File: config.mk
export PLATFORM = sky130hd
export DESIGN_NAME = counter_sequencer_flat
export DESIGN_NICKNAME = d
export VERILOG_FILES = /design/src/rtl/counter_sequencer_if.sv /design/src/rtl/counter_sequencer.sv /design/src/flat_wrapper.sv
export SDC_FILE = /design/constraint.sdc
export NUM_CORES = 1
export LEC_CHECK = 0
export CAP_MARGIN = 20
export CELL_PAD_IN_SITES_DETAIL_PLACEMENT = 2
export CELL_PAD_IN_SITES_GLOBAL_PLACEMENT = 2
export CORE_UTILIZATION = 18
export DETAILED_ROUTE_END_ITERATION = 12
export HOLD_SLACK_MARGIN = 0.06
export PLACE_DENSITY_LB_ADDON = 0.12
export SLEW_MARGIN = 20
export SYNTH_ARGS = -nofsm -noshare
export SYNTH_HDL_FRONTEND = slang
export SYNTH_SLANG_ARGS = --single-unit
File: constraint.sdc
create_clock -name clock -period 1.5 [get_ports clock]
set_clock_uncertainty 0.15 [all_clocks]
set_input_delay 0.15 -clock clock [delete_from_list [all_inputs] [get_ports clock]]
set_output_delay 0.15 -clock clock [all_outputs]
set_load 0.1 [all_outputs]
File: src/rtl/counter_sequencer_if.sv
// Control/feedback bus between the sequencer and the loadable up/down counter.
// The sequencer is the master: it drives direction, enable and load, and it
// observes the counter value coming back from the datapath.
interface counter_sequencer_if #(
  parameter int N = 32
);
  logic         cnt_dec;
  logic         cnt_enable;
  logic         cnt_load;
  logic [N-1:0] cnt_load_value;
  logic [N-1:0] counterN;

  // Sequencer side: issues counter controls, reads counter value.
  modport master (
    output cnt_dec,
    output cnt_enable,
    output cnt_load,
    output cnt_load_value,
    input  counterN
  );

  // Counter side: obeys controls, returns its current value.
  modport slave (
    input  cnt_dec,
    input  cnt_enable,
    input  cnt_load,
    input  cnt_load_value,
    output counterN
  );
endinterface

File: src/rtl/counter_sequencer.sv
// Down-count timer controller. On an accepted start it latches the period,
// loads it into the external counter, lets the counter run down to zero and
// then pulses done. Supports one-shot / auto-reload, pause, abort via stop,
// and a saturating count of expiries since the last accepted start.
//
// Moore FSM with registered state; cnt_enable is the only output that also
// looks at live inputs so the counter freezes in the very cycle pause or stop
// rises, and never steps past zero.
module counter_sequencer #(
  parameter int N = 32
) (
  input  logic                clock,
  input  logic                reset,
  input  logic                start,
  input  logic                stop,
  input  logic                pause,
  input  logic                auto_reload,
  input  logic [N-1:0]        period,
  counter_sequencer_if.master cnt,
  output logic                busy,
  output logic                done,
  output logic [7:0]          expire_count,
  output logic [2:0]          state_o
);

  typedef enum logic [2:0] {
    S_IDLE   = 3'd0,
    S_LOAD   = 3'd1,
    S_RUN    = 3'd2,
    S_PAUSED = 3'd3,
    S_DONE   = 3'd4
  } state_t;

  localparam logic [7:0] EXPIRE_MAX = 8'hFF;

  state_t       state_q;
  state_t       state_d;
  logic [N-1:0] period_q;
  logic [7:0]   expire_q;

  logic         count_zero;
  logic         start_accept;
  logic         expire_event;

  logic         load_o;
  logic         enable_o;
  logic         done_o;
  logic         busy_o;

  // Counter has reached zero: completion condition while running.
  assign count_zero = (cnt.counterN == '0);

  // A start only counts in IDLE, and an abort in the same cycle wins.
  assign start_accept = (state_q == S_IDLE) && start && !stop;

  // An expiry is the RUN -> DONE hop; stop beats completion.
  assign expire_event = (state_q == S_RUN) && count_zero && !stop;

  // State register.
  always_ff @(posedge clock) begin
    // NOTE: registers use non-blocking assignments so every flop samples the
    // values present before the edge, independent of statement order.
    if (reset) begin
      state_q <= S_IDLE;
    end else begin
      state_q <= state_d;
    end
  end

  // Next-state logic: stop overrides everything, then per-state rules.
  always_comb begin
    // NOTE: default assignment first, so every path assigns state_d and no
    // latch is inferred.
    state_d = state_q;
    if (stop) begin
      state_d = S_IDLE;
    end else begin
      unique case (state_q)
        S_IDLE: begin
          if (start) begin
            state_d = S_LOAD;
          end
        end
        S_LOAD: begin
          // Pause is deliberately ignored here; the load always completes.
          state_d = S_RUN;
        end
        S_RUN: begin
          if (count_zero) begin
            state_d = S_DONE;
          end else if (pause) begin
            state_d = S_PAUSED;
          end
        end
        S_PAUSED: begin
          if (!pause) begin
            state_d = S_RUN;
          end
        end
        S_DONE: begin
          state_d = auto_reload ? S_LOAD : S_IDLE;
        end
        default: begin
          state_d = S_IDLE;
        end
      endcase
    end
  end

  // Output logic: Moore decode of the current state plus the gated enable.
  always_comb begin
    load_o   = 1'b0;
    enable_o = 1'b0;
    done_o   = 1'b0;
    busy_o   = (state_q != S_IDLE);
    unique case (state_q)
      S_LOAD: begin
        load_o = 1'b1;
      end
      S_RUN: begin
        // Freeze in the same cycle pause, stop or reset is seen, and never
        // decrement from zero.
        enable_o = !count_zero && !pause && !stop && !reset;
      end
      S_DONE: begin
        done_o = 1'b1;
      end
      default: begin
        load_o = 1'b0;
      end
    endcase
  end

  // Period capture and saturating expiry count.
  always_ff @(posedge clock) begin
    if (reset) begin
      period_q <= '0;
      expire_q <= '0;
    end else if (start_accept) begin
      period_q <= period;
      expire_q <= '0;
    end else if (expire_event && (expire_q != EXPIRE_MAX)) begin
      expire_q <= expire_q + 8'd1;
    end
  end

  assign cnt.cnt_dec        = 1'b1;
  assign cnt.cnt_enable     = enable_o;
  assign cnt.cnt_load       = load_o;
  assign cnt.cnt_load_value = period_q;

  assign busy         = busy_o;
  assign done         = done_o;
  assign expire_count = expire_q;
  assign state_o      = state_q;

  // Load and enable belong to different states and must never overlap.
  a_load_enable_exclusive : assert property (
    @(posedge clock) disable iff (reset) !(cnt.cnt_load && cnt.cnt_enable)
  );

  // The counter is never asked to step below zero.
  a_no_wrap : assert property (
    @(posedge clock) disable iff (reset) cnt.cnt_enable |-> !count_zero
  );

endmodule

File: src/flat_wrapper.sv
// flat-port wrapper written by rule: the top's interface ports become plain ports
module counter_sequencer_flat 
#(
  parameter int N = 32
)
  (clock, reset, start, stop, pause, auto_reload, period, busy, done, expire_count, state_o, cnt_cnt_dec, cnt_cnt_enable, cnt_cnt_load, cnt_cnt_load_value, cnt_counterN);
  counter_sequencer_if #(.N(N)) cnt_i ();
  input  logic clock;
  input  logic reset;
  input  logic start;
  input  logic stop;
  input  logic pause;
  input  logic auto_reload;
  input  logic [N-1:0] period;
  output logic busy;
  output logic done;
  output logic [7:0] expire_count;
  output logic [2:0] state_o;
  output wire logic [$bits(cnt_i.cnt_dec)-1:0] cnt_cnt_dec;
  output wire logic [$bits(cnt_i.cnt_enable)-1:0] cnt_cnt_enable;
  output wire logic [$bits(cnt_i.cnt_load)-1:0] cnt_cnt_load;
  output wire logic [$bits(cnt_i.cnt_load_value)-1:0] cnt_cnt_load_value;
  input wire logic [$bits(cnt_i.counterN)-1:0] cnt_counterN;
  assign cnt_cnt_dec = cnt_i.cnt_dec;
  assign cnt_cnt_enable = cnt_i.cnt_enable;
  assign cnt_cnt_load = cnt_i.cnt_load;
  assign cnt_cnt_load_value = cnt_i.cnt_load_value;
  assign cnt_i.counterN = cnt_counterN;
  counter_sequencer #(.N(N)) u_core (.clock(clock), .reset(reset), .start(start), .stop(stop), .pause(pause), .auto_reload(auto_reload), .period(period), .cnt(cnt_i), .busy(busy), .done(done), .expire_count(expire_count), .state_o(state_o));
endmodule
# --- Yosys cells after proc, flatten, opt, wreduce, memory -nomap -nowiden ---
# Cells that the tools add are included.
totals:
  out_inout_bits: 48
  register_bits: 43
  inputBits: 70
classes:
  mux: 9
  eq_ne: 8
  addsub: 1
  n_reduce_logical: 18
ops:
  columns: ["cell", "n"]
  rows:
  - ["$logic_not A32 Y1", 1]
  - ["$pmux W3 S5", 1]
  - ["$mux W3", 4]
  - ["$add A8 B1 Y8 const B", 1]
  - ["$logic_and A1 B1 Y1", 8]
  - ["$ne A8 B8 Y1 const B", 1]
  - ["$eq A3 B2 Y1 const B", 2]
  - ["$logic_not A1 Y1", 4]
  - ["$mux W1", 4]
  - ["$ne A2 B2 Y1 const B", 2]
  - ["$reduce_or A2 Y1", 2]
  - ["$eq A3 B1 Y1 const B", 1]
  - ["$eq A3 B3 Y1 const B", 1]
  - ["$logic_not A3 Y1", 1]
  - ["$ne A3 B2 Y1 const B", 1]
  - ["$reduce_and A3 Y1", 1]
  - ["$reduce_bool A3 Y1", 1]

# --- Longest topological paths before layout ---
logic_depth:
  word_depth: 6
  depth_mapped: 6

# --- Worst setup path after synthesis ---
# No wires, ideal clock.
synth_path:
  path_kind: "register to output"
  startpoint: "register u_core.state_q[1] (netlist: u_core.state_o[1])"
  endpoint: "output cnt_cnt_enable"
  path_stages_with_launch: 4
  path_slack_ns: -2.560
  arrival_ns: 3.760
  cell_sequence: "dfxtp_1 -> nor3b_2 -> nand2_1 -> nor3b_1"
synth_between:
  elab_chain_cells: 2
synth_lines:
  columns: ["element", "line_no", "source"]
  rows:
  - ["from (decl)", "counter_sequencer.sv:36", "state_t state_q;"]
  - ["from (signal assigned)", "counter_sequencer.sv:66", "state_q <= state_d;"]
  - ["$eq A3 B2 Y1", "counter_sequencer.sv:116", "unique case (state_q)"]
  - ["$mux W1", "counter_sequencer.sv:116", null]
  - ["to (decl)", "flat_wrapper.sv:20", "output wire logic [$bits(cnt_i.cnt_enable)-1:0] cnt_cnt_enable;"]
# Every way passes these cells.

# --- Worst setup path in the final report ---
layout_path:
  startpoint: "input cnt_counterN[21]"
  endpoint: "output cnt_cnt_enable"
layout_between:
  elab_chain_cells: 6
layout_lines:
  columns: ["element", "line_no", "source"]
  rows:
  - ["from (decl)", "flat_wrapper.sv:23", "input wire logic [$bits(cnt_i.counterN)-1:0] cnt_counterN;"]
  - ["$logic_not A32 Y1", "counter_sequencer.sv:51", "assign count_zero = (cnt.counterN == '0);"]
  - ["$logic_not A1 Y1", "counter_sequencer.sv:123", "enable_o = !count_zero && !pause && !stop && !reset;"]
  - ["$logic_and A1 B1 Y1 (3 in series)", "counter_sequencer.sv:123", null]
  - ["$mux W1", "counter_sequencer.sv:116", null]
# Every way passes these cells.

==> run_results.csv <==
group,metric,value,unit
worst_hold_path,hold_depth,6,
placed_design,gp_congestion,0.699,
floorplanning,die-area,0.0113,mm^2
clocking,clk_pin_slew_worst_paths,0.08,ns
setup_path,slowest_stage,"nor4_4",
clocking,clk_latency,0.29,ns
flow_run,cap_violations,0,
clocking,tritoncts,"yes",
synthesis,synth_cell_types,35,
route,drt_iter0_drc,19,
floorplanning,ioPinCount,118,
setup_path,crit_chain,"dlygate4sd2_1 -> nor4_4 -> nand4_4 -> or2_4 -> nor3b_4 -> buf_12",
global_route,track_usage,0.142,
synthesis,synth_top_area_frac,0.441,
timing,finalHoldViolations,0,
clocking,clock-sinks,43,
route,drc,0,
synthesis,netlist_instances,223,
power,ir_worst_vdd,307,uV
synthesis,yosysWarnings,0,
timing,slew_viol_final,0,
setup_path,critPathArrivalTime,1.45,ns
floorplanning,num_rows,37,
setup_path,r2r_setup_slack,-0.16,ns
setup_path,crit_fanout,2,
outcome,status,"complete, but fails checks",
timing,layout_min_cycle_time,1.75,ns
timing,worst_slack,-0.253,ns
route,drt_first_pass_iters,3,
clocking,clk_path_buf_depth,2,
timing,fmax,0.571,GHz
global_route,grt_pass1_vias,2433,
finish,nets,442,
timing,setup_viol,39,
power,powerDensity,682,mW/mm^2
global_route,grt_pass1_wl,12.4,mm
finish,antennaDiodeCount,0,
route,ant_nets,0,
synthesis,postSynthAreaPerCell,8.75,um^2
timing,rsz0062_at_grt,"yes",
clocking,cts-htree-levels,2,
floorplanning,core,0.0104,mm^2
setup_path,cp_top_family,"simple AND/OR/NAND/NOR gates",
timing,fin_crit_sh,1.17,
placed_design,hpwl,5.81,mm
setup_path,crit_path_end_kind,"primary output",
setup_path,slowest_delay,0.31,ns
synthesis,synth_top_area_cell,"dfxtp_1",
timing,whs,0.235,ns
route,routedWlPerCell,15.2,um
floorplanning,die_w,106,um
setup_path,cp_num_cells,6,
synthesis,syn_area,0.00195,mm^2
placed_design,port_buffers,116,
worst_hold_path,hold_class,"in -> reg",
setup_path,path_buf_inv,2,
global_route,grt_overflow,0,
outcome,violations,"setup timing",
setup_path,crit_path_start_kind,"input port",
floorplanning,start_util,0.187,
synthesis,syn_nets,294,
finish,syn_to_final_growth,120,%
route,avgViaCountPerCell,4.23,
setup_path,cp.required,1.20,ns
timing,fin_tns_setup,-3.45,ns
global_route,antenna_found_initial,0,
finish,fillers,1107,
synthesis,synth_area_leaders,"dfxtp_1 44%, nand2_1 13%, a21oi_1 9.0%",
floorplanning,die_y,106,um
global_route,grt_max_degree,23,
synthesis,ys_seq_elements,43,
power,leakagePower,1.68,nW
clocking,ctsRootBufferMaster,"clkbuf_8",
synthesis,synth_seq_area_share,0.441,
placed_design,place_worst_setup_slack,-0.627,ns
route,routed_wl,7.74,mm
route,vias,2147,
setup_path,criticalPathCategory,"in -> out",
finish,drive_gt1_frac,0.390,
setup_path,reg2reg_depth,6,
clocking,numCtsBuffers,5,
finish,post-route-util,0.412,
-- Yosys cell counts --
library cell	instances
a211o_1	1
a21o_1	1
a21o_2	1
a21oi_1	35
and2_1	1
and3_1	3
buf_2	4
buf_4	1
clkbuf_1	7
conb_1	1
dfxtp_1	43
ha_1	1
inv_1	6
nand2_1	67
nand2b_1	1
nand3_1	5
nand4_1	3
nand4_4	2
nand4b_1	1
nor2_1	7
nor2_2	1
nor2b_1	2
nor3_1	1
nor3_4	1
nor3b_1	4
nor3b_2	1
nor4_1	1
nor4_2	2
nor4_4	8
nor4b_4	1
o211ai_4	1
o21ai_0	3
o311ai_0	1
or2_2	1
xnor2_1	4
-- per-stage QoR --
stage / std cells / instance area [um^2] / total power [mW]
finish: 508 / 4290 / 2.92
global route: 508 / 4290 / 3.06
CTS: 508 / 4320 / 3.00
detailed placement: 490 / 4050 / 2.19
global placement: 490 / 4050 / 2.18
floorplan: 223 / 2050 / 1.70
-- flip-flops by register name, indices dropped and copies added (netlist names) --
signal	flops
u_core.cnt.cnt_load_value	32
u_core.expire_count	8
u_core.state_o	3
-- layout by cell type, fill, tap and decap left out, types with 2 or more instances in the layout --
cell and count:
clkbuf_2 11, nand4_1 3, dfxtp_1 32, clkdlybuf4s15_1 8, a21oi_1 35, buf_12 52
dfxtp_4 11, buf_4 21, nor4_4 10, nand2_1 66, buf_6 8, nor2_1 7
and3_1 2, nand3_1 4, nor3b_4 4, clkdlybuf4s50_1 37, nor2b_1 2, bufbuf_16 2
dlygate4sd2_1 12, inv_1 5, nand4_4 2, xnor2_1 4, clkbuf_8 5
-- worst register-to-register path: stages (launching register included) --
cell and delay (ns):
dfxtp_4 0.36, nor3b_4 0.24, buf_4 0.17, o211ai_4 0.11
nor4b_4 0.30, a21o_2 0.18, a21oi_1 0.05
-- layer usage --
metal,up-vias,track usage,share of wire
met5,-,0,0
met4,0,0.0397,0.013
met3,7,0.0349,0.050
met2,56,0.253,0.51
met1,1035,0.168,0.42
li1,1049,-,-
-- what timing repair did --
action / in CTS / in global routing
setup endpoints to repair: 47 / 46
cloned: 2 / 0
hold buffers: 0 / 0
buffers inserted: 9 / 1
hold endpoints to repair: 0 / 0
resized for setup: 65 / 24
pin swaps: 23 / 13
-- power by group --
part / switching, mW / total, mW / internal [mW] / leakage [nW]
registers: 0.0449 / 1.21 / 1.17 / 0.359
logic: 0.550 / 0.957 / 0.407 / 1.27
clock network: 0.428 / 0.755 / 0.328 / 0.0455
-- final timing paths --
kind / from / to
max: cnt_counterN[21] / cnt_cnt_enable
min: cnt_counterN[12] / u_core.state_o[2]
max reg2reg: u_core.state_o[2] / u_core.expire_count[5]
min reg2reg: u_core.state_o[2] / u_core.state_o[1]
-- area by class of cell --
class | count | area (um^2) | share of cell area
clock buffer | 6 | 72.6 | 0.0169
timing repair buffer | 153 | 1980 | 0.463
inverter | 6 | 22.5 | 0.00525
clock inverter | 2 | 11.3 | 0.00263
multi-input combinational | 162 | 1130 | 0.263
sequential | 43 | 902 | 0.210
tap | 136 | 170 | 0.0397
-- cell families after synthesis --
kind of cell             count (synthesis)  synth area share
AND/OR/NAND/NOR                        113             0.368
AO/OA/AOI/OAI                           43             0.126
flip-flops                              43             0.441
buffers and inverters                   18            0.0391
XOR/XNOR                                 4            0.0179
adder cells (fa/ha/maj)                  1           0.00641
other                                    1           0.00192
No activity file was read; power rests on OpenSTA's default activity.
